$ cat config.mk
export PLATFORM = sky130hd
export DESIGN_NAME = hazard_fwd_ctrl
export DESIGN_NICKNAME = d
export VERILOG_FILES = /design/src/rtl/hazard_fwd_ctrl.sv
export SDC_FILE = /design/constraint.sdc
export NUM_CORES = 1
export LEC_CHECK = 0
export CAP_MARGIN = 40
export CORE_ASPECT_RATIO = 0.7
export CORE_MARGIN = 3
export CORE_UTILIZATION = 45
export CTS_BUF_LIST = sky130_fd_sc_hd__clkbuf_4 sky130_fd_sc_hd__clkbuf_8
export DETAILED_ROUTE_END_ITERATION = 10
export PLACE_DENSITY_LB_ADDON = 0.25
export SYNTH_ARGS = -nofsm -noshare
export SYNTH_HDL_FRONTEND = slang
export SYNTH_SLANG_ARGS = --single-unit
export TNS_END_PERCENT = 100
$ cat constraint.sdc
create_clock -name clk -period 2.6 [get_ports clk]
set_input_delay 0.65 -clock clk [delete_from_list [all_inputs] [get_ports clk]]
set_output_delay 0.65 -clock clk [all_outputs]
set_load 0.05 [all_outputs]
$ cat src/rtl/hazard_fwd_ctrl.sv
// Hazard/forwarding controller for the 4-stage integer pipeline: load-use stall,
// taken-branch flush, EX operand forwarding and saturating stall/flush counters.

// Per-operand forwarding select: the younger MEM producer wins over WB, but MEM
// loads have no result yet, and register 0 is never forwarded.
module hazard_fwd_sel #(
  parameter int RA_W = 3
) (
  input  logic [RA_W-1:0] src,
  input  logic [RA_W-1:0] mem_rd,
  input  logic            mem_wr,
  input  logic            mem_ld,
  input  logic [RA_W-1:0] wb_rd,
  input  logic            wb_wr,
  output logic [1:0]      sel
);
  always_comb begin
    sel = 2'b00;
    if (mem_wr && !mem_ld && mem_rd != '0 && mem_rd == src)
      sel = 2'b01;
    else if (wb_wr && wb_rd != '0 && wb_rd == src)
      sel = 2'b10;
  end
endmodule

module hazard_fwd_ctrl #(
  parameter int RA_W  = 3,
  parameter int CNT_W = 16
) (
  input  logic             clk,
  input  logic             rstn,
  input  logic             id_valid,
  input  logic [RA_W-1:0]  id_rs,
  input  logic [RA_W-1:0]  id_rt,
  input  logic [RA_W-1:0]  id_rd,
  input  logic             id_uses_rt,
  input  logic             id_wr,
  input  logic             id_ld,
  input  logic             branch_taken,
  output logic             stall,
  output logic             flush_ifid,
  output logic             flush_idex,
  output logic [1:0]       fwd_a,
  output logic [1:0]       fwd_b,
  output logic [CNT_W-1:0] stall_cnt,
  output logic [CNT_W-1:0] flush_cnt
);
  localparam int NUM_OPS = 2;
  localparam logic [CNT_W-1:0] CNT_MAX = '1;

  typedef struct packed {
    logic [RA_W-1:0] rs;
    logic [RA_W-1:0] rt;
    logic [RA_W-1:0] rd;
    logic            wr;
    logic            ld;
  } ex_sh_t;

  ex_sh_t          ex_q, ex_d;
  logic [RA_W-1:0] mem_rd, wb_rd;
  logic            mem_wr, mem_ld, wb_wr;
  logic            lu;

  always_comb begin
    lu = id_valid && ex_q.ld && ex_q.wr && ex_q.rd != '0 &&
         (ex_q.rd == id_rs || (id_uses_rt && ex_q.rd == id_rt));
    // A taken branch kills the would-be stalled instruction, so it never stalls.
    stall      = lu && !branch_taken;
    flush_ifid = branch_taken;
    flush_idex = lu || branch_taken;
    ex_d = '0;
    if (id_valid && !flush_idex)
      ex_d = '{rs: id_rs, rt: id_rt, rd: id_rd, wr: id_wr, ld: id_ld};
  end

  always_ff @(posedge clk or negedge rstn) begin
    if (!rstn) begin
      ex_q   <= '0;
      mem_rd <= '0;
      mem_wr <= 1'b0;
      mem_ld <= 1'b0;
      wb_rd  <= '0;
      wb_wr  <= 1'b0;
    end else begin
      ex_q   <= ex_d;
      mem_rd <= ex_q.rd;
      mem_wr <= ex_q.wr;
      mem_ld <= ex_q.ld;
      wb_rd  <= mem_rd;
      wb_wr  <= mem_wr;
    end
  end

  logic [NUM_OPS-1:0][RA_W-1:0] op_src;
  logic [NUM_OPS-1:0][1:0]      op_sel;

  assign op_src = {ex_q.rt, ex_q.rs};

  for (genvar g = 0; g < NUM_OPS; g++) begin : g_op
    hazard_fwd_sel #(.RA_W(RA_W)) u_fwd (
      .src    (op_src[g]),
      .mem_rd (mem_rd),
      .mem_wr (mem_wr),
      .mem_ld (mem_ld),
      .wb_rd  (wb_rd),
      .wb_wr  (wb_wr),
      .sel    (op_sel[g])
    );
  end

  assign fwd_a = op_sel[0];
  assign fwd_b = op_sel[1];

  always_ff @(posedge clk or negedge rstn) begin
    if (!rstn) begin
      stall_cnt <= '0;
      flush_cnt <= '0;
    end else begin
      if (stall && stall_cnt != CNT_MAX)
        stall_cnt <= stall_cnt + CNT_W'(1);
      if (branch_taken && flush_cnt != CNT_MAX)
        flush_cnt <= flush_cnt + CNT_W'(1);
    end
  end
endmodule

==> results_dict.tcl <==
set metrics [dict create \
    outcome "finished clean" \
    finalHoldViolCount 0 \
    vias 1719 \
    drive_gt1_share_pct 18.1 \
    ys_seq_area_share_pct 52.8 \
    synth-async-reset-ratio_pct 100 \
    yosysTopAreaCell "dfrtp_1" \
    fmax_mhz 399 \
    power_density_nw_per_um2 607 \
    synthCells 202 \
    dr.pass1.iters 4 \
    finalPower_mw 2.06 \
    synth_edf_count 0 \
    ir_drop_mv 0.400 \
    fp.dieW_um 94.5 \
    crit_path_max_fanout 4 \
    seq_power_share_pct 46.1 \
    port_buffers 54 \
    design_area_um2 3400 \
    fin_setup_tns_ns 0 \
    maxSlewHeadroom_pct 52.9 \
    critical_path_required_ns 1.95 \
    die_h_um 67.9 \
    wirelength_um 5030 \
    wl_per_cell_um 14.8 \
    stdcell_count 340 \
    drv_slew 0 \
    drc 0 \
    internal_power_mw 1.43 \
    switchingPower_mw 0.633 \
    grt_pass1_wl_um 8650 \
    cts_max_path_buffers 2 \
    reg2regPathDepth 8 \
    holdWs_ns 0.387 \
    syn2layout_area_growth_pct 37.8 \
    synth_ff_type "dfrtp_1" \
    worst_skew_pair.late_latency_ns 0.31 \
    cts_tree "built" \
    crit_type "flip-flop to primary output" \
    hold_path_class "input port to async pin" \
    antenna_found_initial 0 \
    synth_warnings 0 \
    critical_path.cell_chain "or3_1 > nand4_2 > a21oi_4 > or2_2 > buf_12" \
    pwr-share-comb_pct 23.3 \
    synthesis.area_um2 2460 \
    leakage_nw 1.53 \
    grt_use_total_pct 18.0 \
    fill_cells 377 \
    grt_pass1_vias 1728 \
    fp-row-count 21 \
    layout_setup_ws_ns 0.0929 \
    setup_violations 0 \
    gp_congestion 0.829 \
    hpwl_um 3890 \
    synth.distinct_cells 38 \
    n_antenna_cell 0 \
    avgSynthCellArea_um2 12.2 \
    synth_nets 220 \
    core_um2 5020 \
    cts_buffers 5 \
    die_area_um2 6420 \
    synthDominantCellAreaShare_pct 52.8 \
    placed_area_um2 3230 \
    io_pins 55 \
    cp_data_arrival_time_ns 1.86 \
    drt_iter0_markers 101 \
    critPathLaunchType "flip-flop" \
    cts.sinks 52 \
    max_cap_violations 0 \
    vias_per_cell 5.06 \
    final_util_pct 67.7 \
    critPathMaxStageDelay_ns 0.48 \
    overflow 0 \
    yosys-top-cells-area "dfrtp_1 (53%), xnor2_1 (11%), xor2_1 (3.9%)" \
    slowest_stage "dfrtp_1" \
    crit_path_end_kind "primary output" \
    start_util_pct 49.1 \
    cts_root_buf "clkbuf_8" \
    cts.reportedPaths.clkPinSlew_ns 0.08 \
    fin_crit_ns 2.51 \
    synth_seq_cells 52 \
    post-place-ws_ns -0.0408 \
    worst_slew_pin_slew_ns 0.706 \
    finalClockSkew_ns 0.00918 \
    fin_nets 289 \
    fin_crit_sh_pct 96.4 \
    htreeDepth 2 \
    rsz0062_at_grt "no" \
    grt_max_degree 34 \
    place_inst 331 \
    p_sw_share_pct 30.7 \
    ant_nets 0 \
    clkPwrFrac_pct 30.6 \
]
timing repair:
item                       in CTS  in global routing
hold endpoints to repair        0                  0
setup buffers                   1                  1
setup endpoints to repair       2                  2
hold buffers                    0                  0
pin swaps                       3                  5
gates resized for setup         2                  6
layout make-up:
| type | count | area (um2) | share of cell area [%] |
|---|---|---|---|
| Timing Repair Buffer | 64 | 667 | 19.6 |
| Tap cell | 69 | 86.3 | 2.54 |
| Clock inverter | 2 | 60.1 | 1.77 |
| Sequential cell | 52 | 1300 | 38.3 |
| Inverter | 3 | 11.3 | 0.331 |
| Clock buffer | 5 | 68.8 | 2.03 |
| Multi-Input combinational cell | 145 | 1200 | 35.4 |
registers in the layout, summed over array words and instances (netlist names):
name,cells
ex_q,11
flush_cnt,16
mem_ld,1
mem_rd,3
mem_wr,1
stall_cnt,16
wb_rd,3
wb_wr,1
cell families (layout without fill, tap and decap cells):
family	Yosys count	after routing	share of synthesized area [%]
simple gates	86	86	22.1
flops	52	52	52.8
xor+xnor	46	46	17.3
compound gates	9	9	4.92
buf+inv	5	74	1.07
fa+ha+maj	2	2	1.02
mux	2	2	0.863
final timing paths:
path	startpoint	to	slack [ns]
min	rstn	ex_q[3]	0.39
min in group clk	mem_wr	wb_wr	0.39
max reg2reg	ex_q[2]	stall_cnt[13]	0.68
min reg2reg	mem_wr	wb_wr	0.39
max in group asynchronous	rstn	ex_q[6]	1.59
max	ex_q[2]	flush_idex	0.09
cells in the final DEF, fill, tap and decap left out, types with 2 or more instances in the layout:
cell type        netlist  routed
dfrtp_1               52      52
buf_12                 0       5
and2_1                11      11
nor4_4                 0       2
buf_4                  2      12
nand2_1               11      11
nand4_1                9       9
bufinv_16              0       2
nor3_1                 7       5
and3_1                 7       7
xnor2_1               32      31
nand3_1               16      15
inv_1                  3       3
ha_1                   2       2
clkbuf_8               0       5
nor2_1                 6       6
nor3_4                 0       2
nand3_2                1       2
nand4_2                3       3
dlymetal6s2s_1         0       5
and4_1                 4       4
xnor2_2                3       4
xor2_1                11      11
clkdlybuf4s50_1        0      40
power by group through the flow:
stage          Combinational [mW]  Clock (mW)  Sequential [mW]
2_1_floorplan               0.137           0             1.12
3_3_place_gp                0.474           0            0.965
3_5_place_dp                0.483           0            0.966
4_1_cts                     0.485       0.649            0.950
5_1_grt                     0.515       0.690            0.964
6_report                    0.479       0.631            0.950
per-layer routing:
| metal | GRT usage, % | wire (um) | up-vias |
|---|---|---|---|
| met5 | 0 | 0 | - |
| met1 | 27.1 | 2590 | 828 |
| li1 | - | - | 848 |
| met4 | 7.91 | 91 | 0 |
| met3 | 4.07 | 209 | 8 |
| met2 | 24.7 | 2130 | 35 |
worst max-delay path, delay by kind of cell, from the launching register on:
| kind | cells | cell delay, ns |
|---|---|---|
| AND/OR/NAND/NOR | 3 | 0.88 |
| flip-flops | 1 | 0.48 |
| buffers and inverters | 1 | 0.16 |
| AO/OA/AOI/OAI | 1 | 0.04 |
cell usage after synthesis (2+ instances only):
| master | instances |
|---|---|
| and2_1 | 11 |
| and3_1 | 7 |
| and4_1 | 4 |
| buf_4 | 2 |
| dfrtp_1 | 52 |
| ha_1 | 2 |
| inv_1 | 3 |
| nand2_1 | 11 |
| nand3_1 | 16 |
| nand4_1 | 9 |
| nand4_2 | 3 |
| nor2_1 | 6 |
| nor3_1 | 7 |
| nor4_1 | 2 |
| xnor2_1 | 32 |
| xnor2_2 | 3 |
| xor2_1 | 11 |
Power figures use the tool's default switching activity.
